**src/rtl/paddle_pkg.sv**
```systemverilog
// Shared types and arithmetic helpers for the paddle axis emulator.
//   paddle_mode_t : source-mode encoding seen on the mode input
//   src_state_t   : which source currently drives the axes
//   clamp_step    : limit a scaled mouse delta to +/-max_step
//   sat_add       : add a step to an accumulator, saturating to a w-bit signed range
package paddle_pkg;

    typedef enum logic [1:0] {
        PM_AUTO   = 2'd0,
        PM_JOY    = 2'd1,
        PM_MOUSE  = 2'd2,
        PM_SPRING = 2'd3
    } paddle_mode_t;

    typedef enum logic {
        SRC_JOY   = 1'b0,
        SRC_MOUSE = 1'b1
    } src_state_t;

    // Scaled deltas span -1024..1016, so 12 bits hold them; accumulators
    // are at most 12 bits wide, so 13 bits hold acc + step without overflow.
    localparam int STEP_W = 12;
    localparam int ACC_W  = 13;

    typedef logic signed [STEP_W-1:0] step_t;
    typedef logic signed [ACC_W-1:0]  acc_t;

    function automatic step_t clamp_step(input step_t delta, input int max_step);
        step_t lim;
        lim = step_t'(max_step);
        if (delta > lim)
            return lim;
        else if (delta < -lim)
            return -lim;
        else
            return delta;
    endfunction

    function automatic acc_t sat_add(input acc_t acc, input acc_t step, input int w);
        logic signed [ACC_W:0] sum;
        logic signed [ACC_W:0] hi;
        logic signed [ACC_W:0] lo;
        sum = {acc[ACC_W-1], acc} + {step[ACC_W-1], step};
        hi  = (ACC_W+1)'((1 <<< (w - 1)) - 1);
        lo  = ~hi;
        if (sum > hi)
            sum = hi;
        else if (sum < lo)
            sum = lo;
        return acc_t'(sum);
    endfunction

endpackage

```
**src/rtl/paddle_axis_emu_if.sv**
```systemverilog
// Bus bundle between hps_io / the core and paddle_axis_emu.
//   ps2_mouse : hps_io mouse word (strobe, signs, buttons, dx, dy)
//   joya      : analog stick, [7:0] X, [15:8] Y, signed
//   mode      : source mode, gain : delta left-shift
//   axis_x/y  : signed paddle values, mouse_btn, src_mouse, upd
// master = stimulus side (hps_io), slave = paddle_axis_emu.
interface paddle_axis_emu_if #(parameter int W = 8);

    logic [24:0]         ps2_mouse;
    logic [15:0]         joya;
    logic [1:0]          mode;
    logic [1:0]          gain;
    logic signed [W-1:0] axis_x;
    logic signed [W-1:0] axis_y;
    logic [2:0]          mouse_btn;
    logic                src_mouse;
    logic                upd;

    modport master (
        output ps2_mouse, joya, mode, gain,
        input  axis_x, axis_y, mouse_btn, src_mouse, upd
    );

    modport slave (
        input  ps2_mouse, joya, mode, gain,
        output axis_x, axis_y, mouse_btn, src_mouse, upd
    );

endinterface

```
**src/rtl/paddle_axis_accum.sv**
```systemverilog
// One mouse-driven paddle axis.
//   delta/sign : raw 8-bit magnitude byte and sign bit from the mouse word
//   gain       : left-shift applied after halving the 9-bit delta
//   add_en     : apply the clamped step with saturation
//   clear      : force the accumulator to 0 (highest priority)
//   spring_en  : move a nonzero accumulator one count toward 0
//   acc        : W-bit signed accumulator
module paddle_axis_accum
    import paddle_pkg::*;
#(
    parameter int W        = 8,
    parameter int MAX_STEP = 10
)
(
    input  logic                clk_sys,
    input  logic                reset,
    input  logic [7:0]          delta,
    input  logic                sign,
    input  logic [1:0]          gain,
    input  logic                add_en,
    input  logic                clear,
    input  logic                spring_en,
    output logic signed [W-1:0] acc
);

    logic signed [8:0]   d9;
    step_t               scaled;
    step_t               step;
    acc_t                sum;
    logic signed [W-1:0] acc_next;

    always_comb begin
        d9       = {sign, delta};
        scaled   = step_t'(d9 >>> 1) <<< gain;
        step     = clamp_step(scaled, MAX_STEP);
        sum      = sat_add(acc_t'(acc), acc_t'(step), W);
        acc_next = acc;
        if (clear)
            acc_next = '0;
        else if (add_en)
            acc_next = sum[W-1:0];
        else if (spring_en && (acc != '0))
            acc_next = acc[W-1] ? acc + W'(1) : acc - W'(1);
    end

    always_ff @(posedge clk_sys or posedge reset) begin
        if (reset)
            acc <= '0;
        else
            acc <= acc_next;
    end

endmodule

```
**src/rtl/paddle_axis_emu.sv**
```systemverilog
// Analog paddle source merging the HPS analog stick and the PS/2 mouse.
//   clk_sys, reset : system clock, asynchronous active-high reset
//   bus (slave)    : ps2_mouse, joya, mode, gain in;
//                    axis_x, axis_y, mouse_btn, src_mouse, upd out
// Parameters: W axis width (4..12), MAX_STEP per-event step limit,
// SPRING_DIV idle cycles between spring-return steps (mode 3).
module paddle_axis_emu
    import paddle_pkg::*;
#(
    parameter int W          = 8,
    parameter int MAX_STEP   = 10,
    parameter int SPRING_DIV = 65536
)
(
    input  logic             clk_sys,
    input  logic             reset,
    paddle_axis_emu_if.slave bus
);

    localparam int CNT_W = (SPRING_DIV > 1) ? $clog2(SPRING_DIV) : 1;
    localparam logic [CNT_W-1:0] CNT_LAST = CNT_W'(SPRING_DIV - 1);

    paddle_mode_t        mode;
    src_state_t          state;
    src_state_t          state_next;
    logic                armed;
    logic                old_stb;
    logic                mouse_evt;
    logic                joy_active;
    logic                acc_add;
    logic                acc_clear;
    logic                spring_en;
    logic [CNT_W-1:0]    spring_cnt;
    logic [2:0]          btn_q;
    logic signed [W-1:0] acc_x;
    logic signed [W-1:0] acc_y;
    logic signed [W-1:0] joy_x_map;
    logic signed [W-1:0] joy_y_map;
    logic signed [W-1:0] joy_x_q;
    logic signed [W-1:0] joy_y_q;
    logic signed [W-1:0] axis_x;
    logic signed [W-1:0] axis_y;
    logic signed [W-1:0] prev_x;
    logic signed [W-1:0] prev_y;
    logic                src_mouse;
    logic                prev_src;
    logic                upd_q;
    logic                ps2_unused;

    assign ps2_unused = ^{bus.ps2_mouse[7:6], bus.ps2_mouse[3]};

    assign mode       = paddle_mode_t'(bus.mode);
    assign joy_active = (bus.joya != '0);
    assign mouse_evt  = armed & (bus.ps2_mouse[24] != old_stb);

    // The first cycle after reset only captures the strobe level as baseline.
    always_ff @(posedge clk_sys or posedge reset) begin
        if (reset) begin
            armed   <= 1'b0;
            old_stb <= 1'b0;
        end else begin
            armed   <= 1'b1;
            old_stb <= bus.ps2_mouse[24];
        end
    end

    // Source selection: state register
    always_ff @(posedge clk_sys or posedge reset) begin
        if (reset)
            state <= SRC_JOY;
        else
            state <= state_next;
    end

    // Source selection: next state (joystick wins over a same-cycle event)
    always_comb begin
        state_next = state;
        case (mode)
            PM_AUTO: begin
                if (joy_active)
                    state_next = SRC_JOY;
                else if (mouse_evt)
                    state_next = SRC_MOUSE;
            end
            PM_JOY:              state_next = SRC_JOY;
            PM_MOUSE, PM_SPRING: state_next = SRC_MOUSE;
            default:             state_next = state;
        endcase
    end

    // Source selection: outputs and accumulator controls
    always_comb begin
        acc_add   = 1'b0;
        acc_clear = 1'b0;
        spring_en = 1'b0;
        case (mode)
            PM_AUTO: begin
                acc_clear = joy_active;
                acc_add   = mouse_evt & ~joy_active;
            end
            PM_MOUSE: acc_add = mouse_evt;
            PM_SPRING: begin
                acc_add   = mouse_evt;
                spring_en = ~mouse_evt & (spring_cnt == CNT_LAST);
            end
            default: ;
        endcase
    end

    assign src_mouse = (state == SRC_MOUSE);

    // Counter runs only in spring mode, so leaving mode 3 clears it.
    always_ff @(posedge clk_sys or posedge reset) begin
        if (reset)
            spring_cnt <= '0;
        else if (mode != PM_SPRING || mouse_evt || spring_cnt == CNT_LAST)
            spring_cnt <= '0;
        else
            spring_cnt <= spring_cnt + CNT_W'(1);
    end

    always_ff @(posedge clk_sys or posedge reset) begin
        if (reset)
            btn_q <= '0;
        else if (mode == PM_JOY || (mode == PM_AUTO && joy_active))
            btn_q <= '0;
        else if (acc_add)
            btn_q <= bus.ps2_mouse[2:0];
    end

    paddle_axis_accum #(.W(W), .MAX_STEP(MAX_STEP)) u_acc_x (
        .clk_sys   (clk_sys),
        .reset     (reset),
        .delta     (bus.ps2_mouse[15:8]),
        .sign      (bus.ps2_mouse[4]),
        .gain      (bus.gain),
        .add_en    (acc_add),
        .clear     (acc_clear),
        .spring_en (spring_en),
        .acc       (acc_x)
    );

    paddle_axis_accum #(.W(W), .MAX_STEP(MAX_STEP)) u_acc_y (
        .clk_sys   (clk_sys),
        .reset     (reset),
        .delta     (bus.ps2_mouse[23:16]),
        .sign      (bus.ps2_mouse[5]),
        .gain      (bus.gain),
        .add_en    (acc_add),
        .clear     (acc_clear),
        .spring_en (spring_en),
        .acc       (acc_y)
    );

    generate
        if (W >= 8) begin : g_joy_ext
            assign joy_x_map = W'($signed(bus.joya[7:0])) <<< (W - 8);
            assign joy_y_map = W'($signed(bus.joya[15:8])) <<< (W - 8);
        end else begin : g_joy_trunc
            assign joy_x_map = bus.joya[7 -: W];
            assign joy_y_map = bus.joya[15 -: W];
        end
    endgenerate

    always_ff @(posedge clk_sys or posedge reset) begin
        if (reset) begin
            joy_x_q <= '0;
            joy_y_q <= '0;
        end else begin
            joy_x_q <= joy_x_map;
            joy_y_q <= joy_y_map;
        end
    end

    // Both candidates are registers, so the output mux adds no input-to-output path.
    assign axis_x = src_mouse ? acc_x : joy_x_q;
    assign axis_y = src_mouse ? acc_y : joy_y_q;

    always_ff @(posedge clk_sys or posedge reset) begin
        if (reset) begin
            prev_x   <= '0;
            prev_y   <= '0;
            prev_src <= 1'b0;
            upd_q    <= 1'b0;
        end else begin
            prev_x   <= axis_x;
            prev_y   <= axis_y;
            prev_src <= src_mouse;
            upd_q    <= (axis_x != prev_x) | (axis_y != prev_y) | (src_mouse != prev_src);
        end
    end

    assign bus.axis_x    = axis_x;
    assign bus.axis_y    = axis_y;
    assign bus.mouse_btn = btn_q;
    assign bus.src_mouse = src_mouse;
    assign bus.upd       = upd_q;

endmodule

```
**src/flat_wrapper.sv**
```systemverilog
// flat-port wrapper written by rule: the top's interface ports become plain ports
module paddle_axis_emu_flat import paddle_pkg::*;
#(
    parameter int W          = 8,
    parameter int MAX_STEP   = 10,
    parameter int SPRING_DIV = 65536
)
  (clk_sys, reset, bus_ps2_mouse, bus_joya, bus_mode, bus_gain, bus_axis_x, bus_axis_y, bus_mouse_btn, bus_src_mouse, bus_upd);
  paddle_axis_emu_if #(.W(W)) bus_i ();
  input  logic clk_sys;
  input  logic reset;
  input wire logic [$bits(bus_i.ps2_mouse)-1:0] bus_ps2_mouse;
  input wire logic [$bits(bus_i.joya)-1:0] bus_joya;
  input wire logic [$bits(bus_i.mode)-1:0] bus_mode;
  input wire logic [$bits(bus_i.gain)-1:0] bus_gain;
  output wire logic [$bits(bus_i.axis_x)-1:0] bus_axis_x;
  output wire logic [$bits(bus_i.axis_y)-1:0] bus_axis_y;
  output wire logic [$bits(bus_i.mouse_btn)-1:0] bus_mouse_btn;
  output wire logic [$bits(bus_i.src_mouse)-1:0] bus_src_mouse;
  output wire logic [$bits(bus_i.upd)-1:0] bus_upd;
  assign bus_i.ps2_mouse = bus_ps2_mouse;
  assign bus_i.joya = bus_joya;
  assign bus_i.mode = bus_mode;
  assign bus_i.gain = bus_gain;
  assign bus_axis_x = bus_i.axis_x;
  assign bus_axis_y = bus_i.axis_y;
  assign bus_mouse_btn = bus_i.mouse_btn;
  assign bus_src_mouse = bus_i.src_mouse;
  assign bus_upd = bus_i.upd;
  paddle_axis_emu #(.W(W), .MAX_STEP(MAX_STEP), .SPRING_DIV(SPRING_DIV)) u_core (.clk_sys(clk_sys), .reset(reset), .bus(bus_i));
endmodule
```
**config.mk**
```make
export PLATFORM = sky130hd
export DESIGN_NAME = paddle_axis_emu_flat
export DESIGN_NICKNAME = d
export VERILOG_FILES = /design/src/rtl/paddle_pkg.sv /design/src/rtl/paddle_axis_emu_if.sv /design/src/rtl/paddle_axis_accum.sv /design/src/rtl/paddle_axis_emu.sv /design/src/flat_wrapper.sv
export SDC_FILE = /design/constraint.sdc
export NUM_CORES = 1
export LEC_CHECK = 0
export BUFFER_PORTS_ARGS = -buffer_cell sky130_fd_sc_hd__buf_2
export CAP_MARGIN = 20
export CORE_ASPECT_RATIO = 1.5
export CORE_MARGIN = 2
export CORE_UTILIZATION = 44
export CTS_CLUSTER_DIAMETER = 60
export DETAILED_ROUTE_END_ITERATION = 16
export PLACE_DENSITY = 0.68
export SLEW_MARGIN = 20
export SYNTH_ARGS = -nofsm -noshare
export SYNTH_HDL_FRONTEND = slang
export SYNTH_SLANG_ARGS = --single-unit
```
**constraint.sdc**
```tcl
create_clock -name clk_sys -period 2.75 [get_ports clk_sys]
set_input_delay 0 -clock clk_sys [delete_from_list [all_inputs] [get_ports clk_sys]]
set_output_delay 0 -clock clk_sys [all_outputs]
set_load 0.01 [all_outputs]
```
==> results.yml <==
hold_path:
  hp-start: "bus_mode[0]"
  min_path_type: "in -> reg"
setup_path:
  arrival_ns: 3.53
  critPathCapture: "u_core.u_acc_x.acc[0]$_DFFE_PP0P_"
  crit_required_ns: 2.97
  setup.worst_path.class: "in -> reg"
  startpoint_type: "input pin"
  crit_top_cell: "a21o_1"
  cp_max_fo: 7
  r2r.worst_path.cells: 10
  cp_slowest_cell: "fa_2"
  crit_buf_inv: 3
  crit_cells: 18
  critPathLaunch: "bus_gain[1]"
  r2r_slack_ns: 0.05
  critPathTopFamily: "compound AO/OA/AOI/OAI gates"
  end_kind: "flop"
  cp_slowest_stage_delay_ns: 0.32
  rr_endpoint: "u_core.u_acc_x.acc[0]$_DFFE_PP0P_"
  crit_chain: "buf_12, buf_4, mux2i_2, a21oi_2, nor2b_2, nand4_1, ha_4, nor3_4, ha_2, inv_2, fa_2, nand3b_1, a31o_4, a21o_1, a21o_1, a21boi_4, o22ai_4, a221oi_1"
  r2r-start: "u_core.u_acc_x.acc[0]$_DFFE_PP0P_"
drt:
  drt-vias-per-instance: 5.673
  drt_iter0_drc: 204
  drc: 0
  wl_um: 17010
  ant_nets: 0
  vias: 5696
  dr.pass1.iters: 4
  wl_per_cell_um: 16.94
floorplanning:
  row_count: 51
  core_area_sq_um: 12830
  die_w_um: 97.20
  dieArea_sq_um: 13980
  initial_core_util_pct: 44.70
  die_h_um: 143.8
  ios: 68
sta:
  hold_viol: 0
  skew_ns: 0.009210
  fin_ws_ns: -0.5595
  maxClockFrequency_mhz: 302.2
  slew_viol_final: 0
  hold_ws_ns: 0.01036
  setup-tns-final_ns: -7.764
  worst_pin_slew_ns: 0.7334
  rsz0062_at_grt: "true"
  slew_headroom_pct: 51.03
  period_minus_slack_ns: 3.309
  period_share_pct: 120.3
  finalSetupViolations: 16
clocking:
  worstSkewPairLatency_ns: 0.34
  cts_buffers: 9
  clock_tree.buffer_depth: 2
  clock-sinks: 72
  cts_tree: "yes"
  h-tree-depth: 3
  root_buffer: "clkbuf_16"
  clk_pin_slew_ns: 0.06
synthesis:
  synthTopCellsByArea: "dfrtp_1 (31%), ha_1 (8.9%), xor2_1 (4.7%)"
  synth_edf_count: 0
  yosysTopAreaCell: "dfrtp_1"
  syn_area_per_cell_sq_um: 8.902
  ys_seq_area_share_pct: 31.43
  ys_warn_count: 0
  synthesis.nets: 736
  ys_ff_latch: 72
  synth_top_area_share_pct: 31.43
  async_flop_share_pct: 100.0
  synth-main-ff-cell: "dfrtp_1"
  syn_inst: 644
  ys_types: 77
  mappedNetlistArea_sq_um: 5733
global_route:
  grt_use_met3_pct: 3.016
  grt_max_degree: 36
  grt_pass1_wl_um: 27590
  grt_overflow: 0
  grt_use_total_pct: 23.93
  grt_use_met2_pct: 47.26
  top_usage_layer: "met2"
  antenna_found_initial: 0
  met1_usage_pct: 25.84
  grt_pass1_vias: 5939
placed_design:
  dpl.hpwl_um: 12350
  gp_congestion: 0.9135
  numPortBuffers: 62
status:
  violations: "negative setup slack"
  status: "finished with violations"
power:
  p_per_area_nw_per_um2: 944.3
  finalPower_mw: 7.699
  vdd_drop_max_uv: 669.0
  p_leak_nw: 3.649
final_layout:
  nets: 933
  drive_gt1_share_pct: 37.63
  antenna_cells: 0
  fin_util_pct: 63.56
  area_growth_pct: 42.21
flow_run:
  drv_cap: 0
Yosys cell counts (all sizes together) (3+ instances only):
cell     count
or2          4
o221ai      14
or3          5
and4         3
o21ai       33
and3         4
xnor2       22
nor3        15
nor2        60
nand4       15
and2         4
nand2b       5
o2111ai      3
ha          41
nor2b        8
nand3       20
mux2        21
a2111oi      4
a211oi       9
o211ai       7
nand3b       4
a21oi       51
a31oi        5
xor2        32
fa           4
inv         34
nor4        12
buf         16
o21bai       4
clkbuf       5
dfrtp       72
a21o         9
nand2       60
mux2i        9
worst min path at each step:
stage,to,slack [ns],cells after the start
floorplan,u_core.joy_x_q[0]$_DFF_PP0_,0.03,0
global placement,u_core.joy_x_q[6]$_DFF_PP0_,0.12,1
detailed placement,u_core.joy_y_q[6]$_DFF_PP0_,0.12,1
CTS,u_core.spring_cnt[12]$_DFF_PP0_,0.007,3
global route,u_core.spring_cnt[12]$_DFF_PP0_,0.03,3
finish,u_core.spring_cnt[12]$_DFF_PP0_,0.01,3
registers in the layout, indices dropped and copies added, names as in the netlist:
name	cells
u_core.spring_cnt	16
u_core.joy_x_q	8
u_core.joy_y_q	8
u_core.prev_x	8
u_core.prev_y	8
u_core.u_acc_x.acc	8
u_core.u_acc_y.acc	8
u_core.bus.mouse_btn	3
u_core.armed	1
u_core.bus.src_mouse	1
u_core.bus.upd	1
u_core.old_stb	1
u_core.prev_src	1
routing by layer:
metal  share of wire (%)  vias to the layer above
met2                  56                      125
met3                 2.8                       50
met1                  38                     2784
met4                 3.0                        0
li1                    -                     2737
met5                   0                        -
metrics by stage:
step                area [sq um]  instances  setup slack, ns
detailed placement          7034        950           -1.229
floorplan                   5936        644          -0.6437
finish                      8153       1004          -0.5595
global placement            7034        950           -1.032
CTS                         7906        998          -0.4850
global route                8153       1004          -0.7099
kinds of logic (layout without fill, tap and decap cells):
family / Yosys count / count (layout) / synth area share, %
adder cells (fa/ha/maj): 45 / 45 / 10.34
XOR/XNOR: 54 / 54 / 8.381
flip-flops: 72 / 72 / 31.43
other: 1 / 1 / 0.06541
AO/OA/AOI/OAI: 162 / 162 / 20.08
buffers and inverters: 56 / 257 / 4.278
AND/OR/NAND/NOR: 224 / 224 / 19.73
multiplexers: 30 / 30 / 5.696
layout by cell type (no fill, tap or decap), drive strengths merged, types with 3 or more instances in the layout:
cell | Yosys | routed
fa | 4 | 4
nand2 | 60 | 60
nand4 | 15 | 15
inv | 34 | 34
and3 | 4 | 4
clkbuf | 5 | 13
nand3 | 20 | 20
a21oi | 51 | 51
mux2 | 21 | 21
ha | 41 | 41
o21bai | 4 | 4
o2111ai | 3 | 3
xnor2 | 22 | 22
nor2b | 8 | 8
a211oi | 9 | 9
xor2 | 32 | 32
buf | 16 | 186
dfrtp | 72 | 72
nand3b | 4 | 4
and2 | 4 | 4
a21o | 9 | 9
nor4 | 12 | 12
mux2i | 9 | 9
o21ai | 33 | 33
and4 | 3 | 3
nor2 | 60 | 60
o221ai | 14 | 14
nand2b | 5 | 5
a2111oi | 4 | 4
dlygate4sd3 | 0 | 21
nor3 | 15 | 15
o211ai | 7 | 7
a31oi | 5 | 5
or2 | 4 | 4
or3 | 5 | 5
area by class of cell:
cell class / instances / area, sq um
Fill cell: 1003 / 4673
Multi-Input combinational cell: 516 / 4182
Sequential cell: 72 / 1802
Timing Repair Buffer: 207 / 1524
Clock buffer: 13 / 270.3
Tap cell: 159 / 198.9
Inverter: 35 / 138.9
Clock inverter: 2 / 37.54
where the power goes:
part / switching, mW / internal (mW)
logic: 2.62 / 2.37
clock network: 0.426 / 0.771
registers: 0.244 / 1.27
worst register-to-register path, delay by kind of cell (launching register included):
| kind | cells | cell delay, ns |
|---|---|---|
| buffers and inverters | 1 | 0.04 |
| adders and majority gates | 2 | 0.53 |
| DFF | 1 | 0.38 |
| and+or+nand+nor | 1 | 0.21 |
| AOI/OAI and AO/OA | 6 | 1.44 |
what timing repair did:
action / CTS / global route
cloned: 1 / 0
setup endpoints to repair: 16 / 16
pin swaps: 23 / 27
setup buffers: 12 / 7
resized for setup: 52 / 47
endpoints found under the hold margin: 53 / 0
hold buffers: 21 / 0
Note: power is estimated with default switching activity, not from simulation.
